**src/rtl/alu_disp_pkg.sv**
```systemverilog
// rtl/alu_disp_pkg.sv - shared input codes, FSM states, slot map and labels for alu_disp_hist
package alu_disp_pkg;

    // input_sel codes as sent by lcd_module
    localparam logic [1:0] SEL_CTRL   = 2'b00;
    localparam logic [1:0] SEL_COMMIT = 2'b01;
    localparam logic [1:0] SEL_SRC1   = 2'b10;
    localparam logic [1:0] SEL_SRC2   = 2'b11;

    typedef enum logic [1:0] {
        IDLE = 2'd0,
        WAIT = 2'd1,
        CAPT = 2'd2
    } state_t;

    localparam logic [5:0] SLOT_SRC1  = 6'd1;
    localparam logic [5:0] SLOT_SRC2  = 6'd2;
    localparam logic [5:0] SLOT_CONTR = 6'd3;
    localparam logic [5:0] SLOT_RESUL = 6'd4;
    localparam logic [5:0] SLOT_COUNT = 6'd5;
`ifdef ALU_DISP_ZERO_CNT_EN
    localparam logic [5:0] SLOT_ZEROS = 6'd6;
    localparam logic [5:0] SLOT_HIST0 = 6'd7;
`else
    localparam logic [5:0] SLOT_HIST0 = 6'd6;
`endif

    localparam logic [39:0] LBL_SRC1  = "SRC_1";
    localparam logic [39:0] LBL_SRC2  = "SRC_2";
    localparam logic [39:0] LBL_CONTR = "CONTR";
    localparam logic [39:0] LBL_RESUL = "RESUL";
    localparam logic [39:0] LBL_COUNT = "COUNT";
    localparam logic [39:0] LBL_ZEROS = "ZEROS";
    localparam logic [23:0] LBL_HIS   = "HIS";

    // "HISnn" with nn the two-digit decimal age of the entry (0 = newest)
    function automatic logic [39:0] hist_label(input logic [5:0] k);
        logic [5:0] tens;
        logic [5:0] ones;
        tens = k / 6'd10;
        ones = k - tens * 6'd10;
        return {LBL_HIS, 8'h30 + {2'b00, tens}, 8'h30 + {2'b00, ones}};
    endfunction

endpackage

```
**src/rtl/alu_disp_hist_buf.sv**
```systemverilog
// rtl/alu_disp_hist_buf.sv - circular result history with newest-relative read port
import alu_disp_pkg::*;

module alu_disp_hist_buf #(
    parameter int DATA_W = 32,
    parameter int DEPTH  = 8
) (
    input  logic              clk,
    input  logic              reset,
    input  logic              wr_en,
    input  logic [DATA_W-1:0] wr_data,
    input  logic [5:0]        rd_idx,
    output logic [DATA_W-1:0] rd_data,
    output logic              rd_valid
);

    localparam int IDX_W = (DEPTH > 1) ? $clog2(DEPTH) : 1;
    localparam int CNT_W = $clog2(DEPTH + 1);
    localparam logic [IDX_W-1:0] LAST  = IDX_W'(DEPTH - 1);
    localparam logic [IDX_W-1:0] WRAP  = IDX_W'(DEPTH);
    localparam logic [CNT_W-1:0] FULL  = CNT_W'(DEPTH);

    logic [DATA_W-1:0] r_mem [DEPTH];
    logic [IDX_W-1:0]  r_wr_ptr;
    logic [CNT_W-1:0]  r_count;

    logic [IDX_W:0]    w_diff;
    logic [IDX_W-1:0]  w_pos;

    // Write newest entry, advance pointer with wrap, saturate the fill count
    always_ff @(posedge clk or posedge reset) begin
        if (reset) begin
            for (int i = 0; i < DEPTH; i++) begin
                r_mem[i] <= '0;
            end
            r_wr_ptr <= '0;
            r_count  <= '0;
        end else if (wr_en) begin
            r_mem[r_wr_ptr] <= wr_data;
            r_wr_ptr        <= (r_wr_ptr == LAST) ? '0 : r_wr_ptr + IDX_W'(1);
            r_count         <= (r_count == FULL) ? r_count : r_count + CNT_W'(1);
        end
    end

    // Only a valid index (k < count <= DEPTH) matters, so k fits in IDX_W bits
    // and the extra sign bit of w_diff flags underflow; adding DEPTH mod 2^IDX_W
    // then yields (wr_ptr-1-k) mod DEPTH for any DEPTH.
    assign w_diff   = {1'b0, r_wr_ptr} - (IDX_W+1)'(1) - {1'b0, rd_idx[IDX_W-1:0]};
    assign w_pos    = w_diff[IDX_W] ? (w_diff[IDX_W-1:0] + WRAP) : w_diff[IDX_W-1:0];
    assign rd_valid = (8'(rd_idx) < 8'(r_count));
    assign rd_data  = rd_valid ? r_mem[w_pos] : '0;

endmodule

```
**src/rtl/alu_disp_hist.sv**
```systemverilog
// rtl/alu_disp_hist.sv - ALU operand capture, timed commit into history, LCD slot mapping (option: ALU_DISP_ZERO_CNT_EN)
import alu_disp_pkg::*;

module alu_disp_hist #(
    parameter int DATA_W     = 32,
    parameter int CTRL_W     = 12,
    parameter int ALU_LAT    = 0,
    parameter int HIST_DEPTH = 8
) (
    input  logic              clk,
    input  logic              reset,
    input  logic [1:0]        input_sel,
    input  logic              input_valid,
    input  logic [31:0]       input_value,
    input  logic [5:0]        display_number,
    output logic              display_valid,
    output logic [39:0]       display_name,
    output logic [31:0]       display_value,
    output logic [CTRL_W-1:0] alu_control,
    output logic [DATA_W-1:0] alu_src1,
    output logic [DATA_W-1:0] alu_src2,
    input  logic [DATA_W-1:0] alu_result,
    output logic              busy
);

    state_t            r_state;
    logic [3:0]        r_lat_cnt;
    logic              r_busy;
    logic [CTRL_W-1:0] r_ctrl;
    logic [DATA_W-1:0] r_src1;
    logic [DATA_W-1:0] r_src2;
    logic [31:0]       r_commit_cnt;
`ifdef ALU_DISP_ZERO_CNT_EN
    logic [31:0]       r_zero_cnt;
`endif
    logic              r_disp_valid;
    logic [39:0]       r_disp_name;
    logic [31:0]       r_disp_value;

    logic              w_capt;
    logic              w_is_hist;
    logic [5:0]        w_hist_idx;
    logic [DATA_W-1:0] w_hist_data;
    logic              w_hist_valid;
    logic              w_nxt_valid;
    logic [39:0]       w_nxt_name;
    logic [31:0]       w_nxt_value;

    assign w_capt      = (r_state == CAPT);
    assign alu_control = r_ctrl;
    assign alu_src1    = r_src1;
    assign alu_src2    = r_src2;
    assign busy        = r_busy;

    // Operand capture while idle, commit sequencing and counters
    always_ff @(posedge clk or posedge reset) begin
        if (reset) begin
            r_state      <= IDLE;
            r_lat_cnt    <= '0;
            r_busy       <= 1'b0;
            r_ctrl       <= '0;
            r_src1       <= '0;
            r_src2       <= '0;
            r_commit_cnt <= '0;
`ifdef ALU_DISP_ZERO_CNT_EN
            r_zero_cnt   <= '0;
`endif
        end else begin
            case (r_state)
                IDLE: begin
                    if (input_valid) begin
                        case (input_sel)
                            SEL_CTRL: r_ctrl <= input_value[CTRL_W-1:0];
                            SEL_SRC1: r_src1 <= input_value[DATA_W-1:0];
                            SEL_SRC2: r_src2 <= input_value[DATA_W-1:0];
                            default: begin
                                r_busy <= 1'b1;
                                if (ALU_LAT == 0) begin
                                    r_state <= CAPT;
                                end else begin
                                    r_state   <= WAIT;
                                    r_lat_cnt <= 4'(ALU_LAT);
                                end
                            end
                        endcase
                    end
                end
                WAIT: begin
                    r_lat_cnt <= r_lat_cnt - 4'd1;
                    if (r_lat_cnt == 4'd1) begin
                        r_state <= CAPT;
                    end
                end
                CAPT: begin
                    r_commit_cnt <= r_commit_cnt + 32'd1;
`ifdef ALU_DISP_ZERO_CNT_EN
                    if (alu_result == '0) begin
                        r_zero_cnt <= r_zero_cnt + 32'd1;
                    end
`endif
                    r_busy  <= 1'b0;
                    r_state <= IDLE;
                end
                default: begin
                    r_busy  <= 1'b0;
                    r_state <= IDLE;
                end
            endcase
        end
    end

    alu_disp_hist_buf #(
        .DATA_W (DATA_W),
        .DEPTH  (HIST_DEPTH)
    ) u_hist (
        .clk      (clk),
        .reset    (reset),
        .wr_en    (w_capt),
        .wr_data  (alu_result),
        .rd_idx   (w_hist_idx),
        .rd_data  (w_hist_data),
        .rd_valid (w_hist_valid)
    );

    assign w_hist_idx = display_number - SLOT_HIST0;
    assign w_is_hist  = (display_number >= SLOT_HIST0) &&
                        (7'(display_number) < (7'(SLOT_HIST0) + 7'(HIST_DEPTH)));

    // Slot decode: label and zero-extended value for the slot being drawn
    always_comb begin
        w_nxt_valid = 1'b0;
        w_nxt_name  = '0;
        w_nxt_value = '0;
        case (display_number)
            SLOT_SRC1:  begin w_nxt_valid = 1'b1; w_nxt_name = LBL_SRC1;  w_nxt_value = 32'(r_src1);     end
            SLOT_SRC2:  begin w_nxt_valid = 1'b1; w_nxt_name = LBL_SRC2;  w_nxt_value = 32'(r_src2);     end
            SLOT_CONTR: begin w_nxt_valid = 1'b1; w_nxt_name = LBL_CONTR; w_nxt_value = 32'(r_ctrl);     end
            SLOT_RESUL: begin w_nxt_valid = 1'b1; w_nxt_name = LBL_RESUL; w_nxt_value = 32'(alu_result); end
            SLOT_COUNT: begin w_nxt_valid = 1'b1; w_nxt_name = LBL_COUNT; w_nxt_value = r_commit_cnt;    end
`ifdef ALU_DISP_ZERO_CNT_EN
            SLOT_ZEROS: begin w_nxt_valid = 1'b1; w_nxt_name = LBL_ZEROS; w_nxt_value = r_zero_cnt;      end
`endif
            default: begin
                if (w_is_hist && w_hist_valid) begin
                    w_nxt_valid = 1'b1;
                    w_nxt_name  = hist_label(w_hist_idx);
                    w_nxt_value = 32'(w_hist_data);
                end
            end
        endcase
    end

    // Register display outputs one cycle behind display_number
    always_ff @(posedge clk or posedge reset) begin
        if (reset) begin
            r_disp_valid <= 1'b0;
            r_disp_name  <= '0;
            r_disp_value <= '0;
        end else begin
            r_disp_valid <= w_nxt_valid;
            r_disp_name  <= w_nxt_name;
            r_disp_value <= w_nxt_value;
        end
    end

    assign display_valid = r_disp_valid;
    assign display_name  = r_disp_name;
    assign display_value = r_disp_value;

endmodule

```
**config.mk**
```make
export PLATFORM = sky130hd
export DESIGN_NAME = alu_disp_hist
export DESIGN_NICKNAME = d
export VERILOG_FILES = /design/src/rtl/alu_disp_pkg.sv /design/src/rtl/alu_disp_hist_buf.sv /design/src/rtl/alu_disp_hist.sv
export SDC_FILE = /design/constraint.sdc
export NUM_CORES = 1
export LEC_CHECK = 0
export ABC_CLOCK_PERIOD_IN_PS = 21100
export CELL_PAD_IN_SITES_DETAIL_PLACEMENT = 1
export CELL_PAD_IN_SITES_GLOBAL_PLACEMENT = 1
export CORE_AREA = 2 2 268 270
export DETAILED_ROUTE_END_ITERATION = 12
export DIE_AREA = 0 0 270 272
export HOLD_SLACK_MARGIN = 0.08
export PLACE_DENSITY_LB_ADDON = 0.1
export SETUP_SLACK_MARGIN = 0.4
export SYNTH_ARGS = -nofsm -noshare
export SYNTH_HDL_FRONTEND = slang
export SYNTH_SLANG_ARGS = --single-unit
export TNS_END_PERCENT = 30
```
**constraint.sdc**
```tcl
create_clock -name clk -period 21.1 [get_ports clk]
set_input_delay 3.165 -clock clk [delete_from_list [all_inputs] [get_ports clk]]
set_output_delay 3.165 -clock clk [all_outputs]
set_load 0.05 [all_outputs]
```
### After elaboration in Yosys (flattened, before gate mapping)

Cells that the tools add are included.

| word-level totals | value |
|---|---|
| flip-flop bits (word level) | 451 |
| bits of input ports | 75 |
| output and inout bits | 150 |

| cells by class | value |
|---|---|
| $add $sub $neg | 10 |
| multipliers | 1 |
| div/mod/pow operators | 1 |
| magnitude comparators | 6 |
| eq/ne operators | 15 |
| muxes and demuxes | 21 |
| bitwise logic cells | 4 |
| reduce and logical (&&, ||, !) cells | 13 |

Operators with widths:

| kind | count |
|---|---|
| bitwise mux 256 bit | 1 |
| one-hot mux 39 bit (5 select lines) | 1 |
| 2-to-1 mux 32 bit | 5 |
| one-hot mux 32 bit (5 select lines) | 1 |
| binary-select mux 32 bit (select 3 bit) | 1 |
| demux 32 bit (select 3 bit) | 1 |
| 2-to-1 mux 39 bit | 1 |
| adder 32 x 1 -> 32 bit (second input constant) | 1 |
| AND reduction 3 bit | 5 |
| adder 6 x 6 -> 7 bit (first input constant) | 2 |
| == test 6 x 2 -> 1 bit (second input constant) | 2 |
| == test 6 x 3 -> 1 bit (second input constant) | 2 |
| >= comparator 4 bit (second input constant) | 2 |
| inverter 3 -> 4 bit | 2 |
| divider 6 x 4 -> 6 bit (second input constant) | 1 |
| == test 2 bit (second input constant) | 3 |
| == test 6 x 1 -> 1 bit (second input constant) | 1 |
| >= comparator 6 x 3 -> 1 bit (second input constant) | 1 |
| less-than comparator 6 x 4 -> 1 bit | 1 |
| less-than comparator 6 x 4 -> 1 bit (second input constant) | 1 |
| multiplier 6 x 3 -> 5 bit (second input constant) | 1 |
| 2-to-1 mux 2 bit | 3 |
| inequality test 2 bit (second input constant) | 3 |
| subtractor 6 x 3 -> 6 bit (second input constant) | 1 |
| other kinds (21) | 28 |

### Logic depth before layout (Yosys ltp)

| logic depth | value |
|---|---|
| word-level depth | 9 |
| mapped depth | 23 |
| depth with buffers taken out | 21 |

### By module

From an unflattened synthesis, not the netlist that was laid out.

| unflattened totals | value |
|---|---|
| cells, all modules | 1397 |
| area total of the unflattened synthesis | 20115.5 um^2 |

By module, submodules not included:

| module | times used | cells each | area each (um^2) | sequential area each (um^2) |
|---|---|---|---|---|
| alu_disp_hist_buf | 1 | 750 | 12376.9 | 6581.3 |
| alu_disp_hist | 1 | 647 | 7738.7 | 4154.0 |

### Least setup slack after synthesis

OpenSTA, ideal clock, no wires.

| timing | value |
|---|---|
| path kind | in2reg |
| start point | in display_number[1] |
| end point | reg r_disp_name[5] (netlist: display_name[5]) |
| setup time | 74 ps |
| data arrival time | 7148 ps |
| data required time | 21026 ps |
| slack | 13878 ps |
| stages | 22 |
| buffers on the path | 1 |
| path through | ha_1 buf_2 xnor2_1 ha_1 a21o_1 a32oi_1 o21ai_0 a221oi_1 inv_1 ha_1 nand2_1 o21ai_0 o211ai_2 ha_1 inv_1 fa_1 a21o_1 a21oi_1 xnor2_1 xnor2_1 ha_1 o21ai_2 |

| on the way | value |
|---|---|
| longest elaborated chain between the ends | 7 |
| elaborated cells on any way between the ends | 17 |

Ends and longest elaborated chain:

| element | RTL line | RTL |
|---|---|---|
| start: declaration | alu_disp_hist.sv:15 | `input logic [5:0] display_number,` |
| subtractor 6 x 3 -> 6 bit | alu_disp_hist.sv:125 | `assign w_hist_idx = display_number - SLOT_HIST0;` |
| divider 6 x 4 -> 6 bit | alu_disp_pkg.sv:40 | `tens = k / 6'd10;` |
| multiplier 6 x 3 -> 5 bit | alu_disp_pkg.sv:41 | `ones = k - tens * 6'd10;` |
| subtractor 6 bit | alu_disp_pkg.sv:41 |  |
| adder 6 x 6 -> 7 bit | alu_disp_pkg.sv:42 | `return {LBL_HIS, 8'h30 + {2'b00, tens}, 8'h30 + {2'b00, ones}};` |
| 2-to-1 mux 39 bit | alu_disp_hist.sv:144 | `if (w_is_hist && w_hist_valid) begin` |
| one-hot mux 39 bit (5 select lines) * | alu_disp_hist.sv:134 | `case (display_number)` |
| via w_nxt_name[5] | alu_disp_hist.sv:46 | `logic [39:0] w_nxt_name;` |
| end signal: assignment | alu_disp_hist.sv:161 | `r_disp_name <= w_nxt_name;` |
| end: declaration | alu_disp_hist.sv:37 | `logic [39:0] r_disp_name;` |

Mark *: on every way through the listed nets, which the timed path passes. The rest lies on a longest branch.
A chain may end at the register's enable or synchronous reset.

### Worst setup path after layout

| timing | value |
|---|---|
| start point | in display_number[2] |
| end point | reg r_disp_name[5] (netlist: display_name[5]) |

Same word-level chain as after synthesis.

==> impl_metrics.tcl <==
set metrics [dict create \
    ys_ff_latch 430 \
    timing.rr.start "u_hist.r_wr_ptr[0]$_DFFE_PP0P_" \
    clk_latency_ns 0.60 \
    netlist_area_um2 19600 \
    worstMarginPinSlew_ns 1.06 \
    cts-root-buf "clkbuf_16" \
    grt_use_met2_pct 26.7 \
    ys_warn_count 0 \
    grt_pass1_wl_mm 90.6 \
    grt_max_degree 107 \
    fin_setup_tns_ns 0 \
    postCtsHoldBufs 0 \
    regToRegEndpoint "display_value[1]$_DFF_PP0_" \
    finClkSkew_ns 0.0282 \
    clkPwrFrac_pct 28.8 \
    max_freq_ghz 0.117 \
    die_h_um 272 \
    die_area_um2 73400 \
    cp.arrival_ns 9.02 \
    intPower_w 0.00213 \
    status "finished, final reports clean" \
    use_met1_pct 22.6 \
    port_buffers 215 \
    initial_core_util_pct 27.6 \
    synth_cells 1306 \
    drcViolationCount 0 \
    place_hpwl_mm 37.1 \
    layout_commonest_cell "dfrtp_1" \
    start_kind "input pin" \
    p_leak_nw 10.3 \
    hold_depth 1 \
    setup_viol 0 \
    min_period_ns 8.51 \
    cp.required_ns 21.61 \
    grt_util_all_layers_pct 16.3 \
    worstHoldStart "r_commit_cnt[31]$_DFFE_PP0P_" \
    placed_cells 2414 \
    num_rows 98 \
    p_sw_w 0.00103 \
    multiInputGateArea_um2 8290 \
    nets 1615 \
    routed_via_density 4.86 \
    routed_wl_mm 59.7 \
    h-tree-depth 2 \
    final_cell_mix "430 x dfrtp_1, 354 x mux2_2, 214 x clkdlybuf4s50_1" \
    first_pass_iters 5 \
    post_cts.resized_instances 0 \
    power_density_nw_per_um2 129 \
    rsz0062_at_grt "no" \
    synth_area_per_cell_um2 15.0 \
    worstSetupEndpointType "flip-flop" \
    num_io_pins 225 \
    dr_total_vias 12200 \
    gr-usage-met3_pct 2.79 \
    gp_congestion 0.699 \
    cts_buffers 52 \
    reg2reg_depth 6 \
    final_antenna_net_count 0 \
    finish.instance_area_um2 24500 \
    fillers 7251 \
    worst-setup-path-type "in2reg" \
    synth_edf_count 0 \
    period_share_pct 40.3 \
    power_frac_comb_pct 33.0 \
    antenna_found_initial 2 \
    maxCapViolations 0 \
    regArea_um2 10800 \
    drive_gt1_share_pct 37.1 \
    seqPwrFrac_pct 38.3 \
    wl_per_cell_um 23.8 \
    clk_path_buf_depth 3 \
    areaGrowthSynthToFinish_pct 25.0 \
    core_um2 70800 \
    fin_cells 2508 \
    ys.flop_type "dfrtp_1" \
    path_max_fanout 15 \
    p_sw_share_pct 32.5 \
    clock_sinks 430 \
    chipWidth_um 270 \
    post_cts_buffers 0 \
    grt_overflow 0 \
    r2r_slack_ns 17.55 \
    drt-initial-drc-count 688 \
    hold_class "reg2reg" \
    slew_violations 0 \
    grt_pass1_vias 13400 \
    vdd_ir_drop_max_mv 0.0619 \
    async_reset_ff_share_pct 100 \
    cts_tree "yes" \
    clk_pin_slew_worst_paths_ns 0.06 \
    seq_area_frac_synth_pct 55.0 \
    hold-path-endpoint "r_commit_cnt[31]$_DFFE_PP0P_" \
    synth_cell_type_count 61 \
    grt-busiest-layer "met2" \
    max_slew_margin_pct 28.6 \
    hold_violations 0 \
    dpl_cell_area_um2 22700 \
]
-- final cells by class --
| cell class | instances | share of cell area (%) |
|---|---|---|
| repair buffers | 246 | 9.73 |
| multi-input cells | 767 | 33.9 |
| diodes | 1 | 0.0102 |
| flip-flops and latches | 430 | 44.0 |
| well taps | 950 | 4.86 |
| clock buffers | 79 | 6.47 |
| clock inverters | 14 | 0.665 |
| inverters | 21 | 0.353 |
-- sequential cells by signal (all words and copies together), names as in the netlist --
| register | count |
|---|---|
| alu_control | 12 |
| alu_src1 | 32 |
| alu_src2 | 32 |
| busy | 1 |
| display_name | 25 |
| display_valid | 1 |
| display_value | 32 |
| r_commit_cnt | 32 |
| u_hist.r_count | 4 |
| u_hist.r_mem | 256 |
| u_hist.r_wr_ptr | 3 |
-- per-layer routing --
| layer | vias up | wire length, um |
|---|---|---|
| met5 | - | 0 |
| met4 | 0 | 969 |
| met3 | 63 | 2370 |
| met2 | 234 | 28500 |
| met1 | 6576 | 27900 |
| li1 | 5312 | - |
-- worst max-delay path, cell delays in order --
cell	delay [ns]
clkdlybuf4s50_1	0.85
ha_1	0.59
xnor2_1	0.32
ha_1	0.35
a21o_1	0.18
a32oi_1	0.14
o21ai_0	0.22
a221oi_1	0.49
inv_1	0.13
ha_1	0.32
nand2_1	0.07
o21ai_0	0.11
o211ai_2	0.31
ha_1	0.21
inv_1	0.07
fa_1	0.47
a21o_1	0.17
a21oi_1	0.18
xnor2_1	0.15
xnor2_1	0.14
ha_1	0.25
o21ai_2	0.13
-- how the worst max path moves through the flow --
stage	to	start	slack, ns
4_1_cts	display_name[5]$_DFF_PP0_	display_number[2]	12.62
2_1_floorplan	alu_control[0]$_DFFE_PP0P_	reset	5.96
3_3_place_gp	display_name[5]$_DFF_PP0_	display_number[2]	12.26
6_report	display_name[5]$_DFF_PP0_	display_number[2]	12.59
5_1_grt	display_name[5]$_DFF_PP0_	display_number[2]	12.10
3_5_place_dp	display_name[5]$_DFF_PP0_	display_number[2]	12.05
-- metrics by stage --
| stage | worst slack [ns] | power (W) | hold slack [ns] | utilization, % |
|---|---|---|---|---|
| CTS | 12.62 | 0.00322 | 0.479 | 34.6 |
| floorplan | 5.96 | 0.00195 | 0.440 | - |
| finish | 12.59 | 0.00316 | 0.472 | 34.6 |
| detailed placement | 12.05 | 0.00229 | 0.468 | 32.1 |
| global placement | 12.26 | 0.00226 | 0.460 | 32.1 |
| global route | 12.10 | 0.00335 | 0.510 | 34.6 |
-- power groups by stage --
stage	clock [W]	sequential (W)	combinational [W]
floorplan	0	0.00132	0.000638
global placement	0	0.00121	0.00105
detailed placement	0	0.00122	0.00106
CTS	0.000946	0.00121	0.00107
global route	0.000982	0.00125	0.00112
finish	0.000909	0.00121	0.00104
-- cell usage after synthesis (all sizes together), types with 2 or more instances --
master | count | area (um2)
or2 | 4 | 25.0
o221ai | 13 | 189
a211oi | 2 | 15.0
a21oi | 6 | 30.0
fa | 2 | 40.0
a222oi | 32 | 320
a22oi | 13 | 97.6
nor3 | 11 | 76.3
nand3 | 16 | 80.1
o22ai | 2 | 18.8
mux2 | 355 | 4000
nor4 | 2 | 42.5
nor3b | 2 | 20.0
xor2 | 10 | 87.6
mux4 | 64 | 1440
inv | 21 | 78.8
o21ai | 32 | 171
a221oi | 2 | 17.5
clkbuf | 23 | 86.3
ha | 20 | 250
nand4 | 11 | 68.8
nor2b | 2 | 12.5
xnor2 | 35 | 314
nand2b | 7 | 43.8
and3 | 2 | 12.5
o31ai | 2 | 15.0
and4 | 7 | 61.3
a21o | 9 | 67.6
a2111o | 2 | 32.5
or3 | 5 | 31.3
mux2i | 34 | 340
dfrtp | 430 | 10800
nand2 | 31 | 119
nor2 | 15 | 61.3
buf | 73 | 454
-- cell families (layout without fill, tap and decap cells) --
kind of cell    Yosys count  in the layout  share of synthesized area [%]
mux                     453            453                           29.6
fa+ha+maj                22             22                           1.48
other cells               1             10                         0.0192
compound gates          122            122                           5.32
xor+xnor                 45             45                           2.05
buf+inv                 117            360                           3.17
simple gates            116            116                           3.39
flops                   430            430                           55.0
Power figures use the tool's default switching activity.
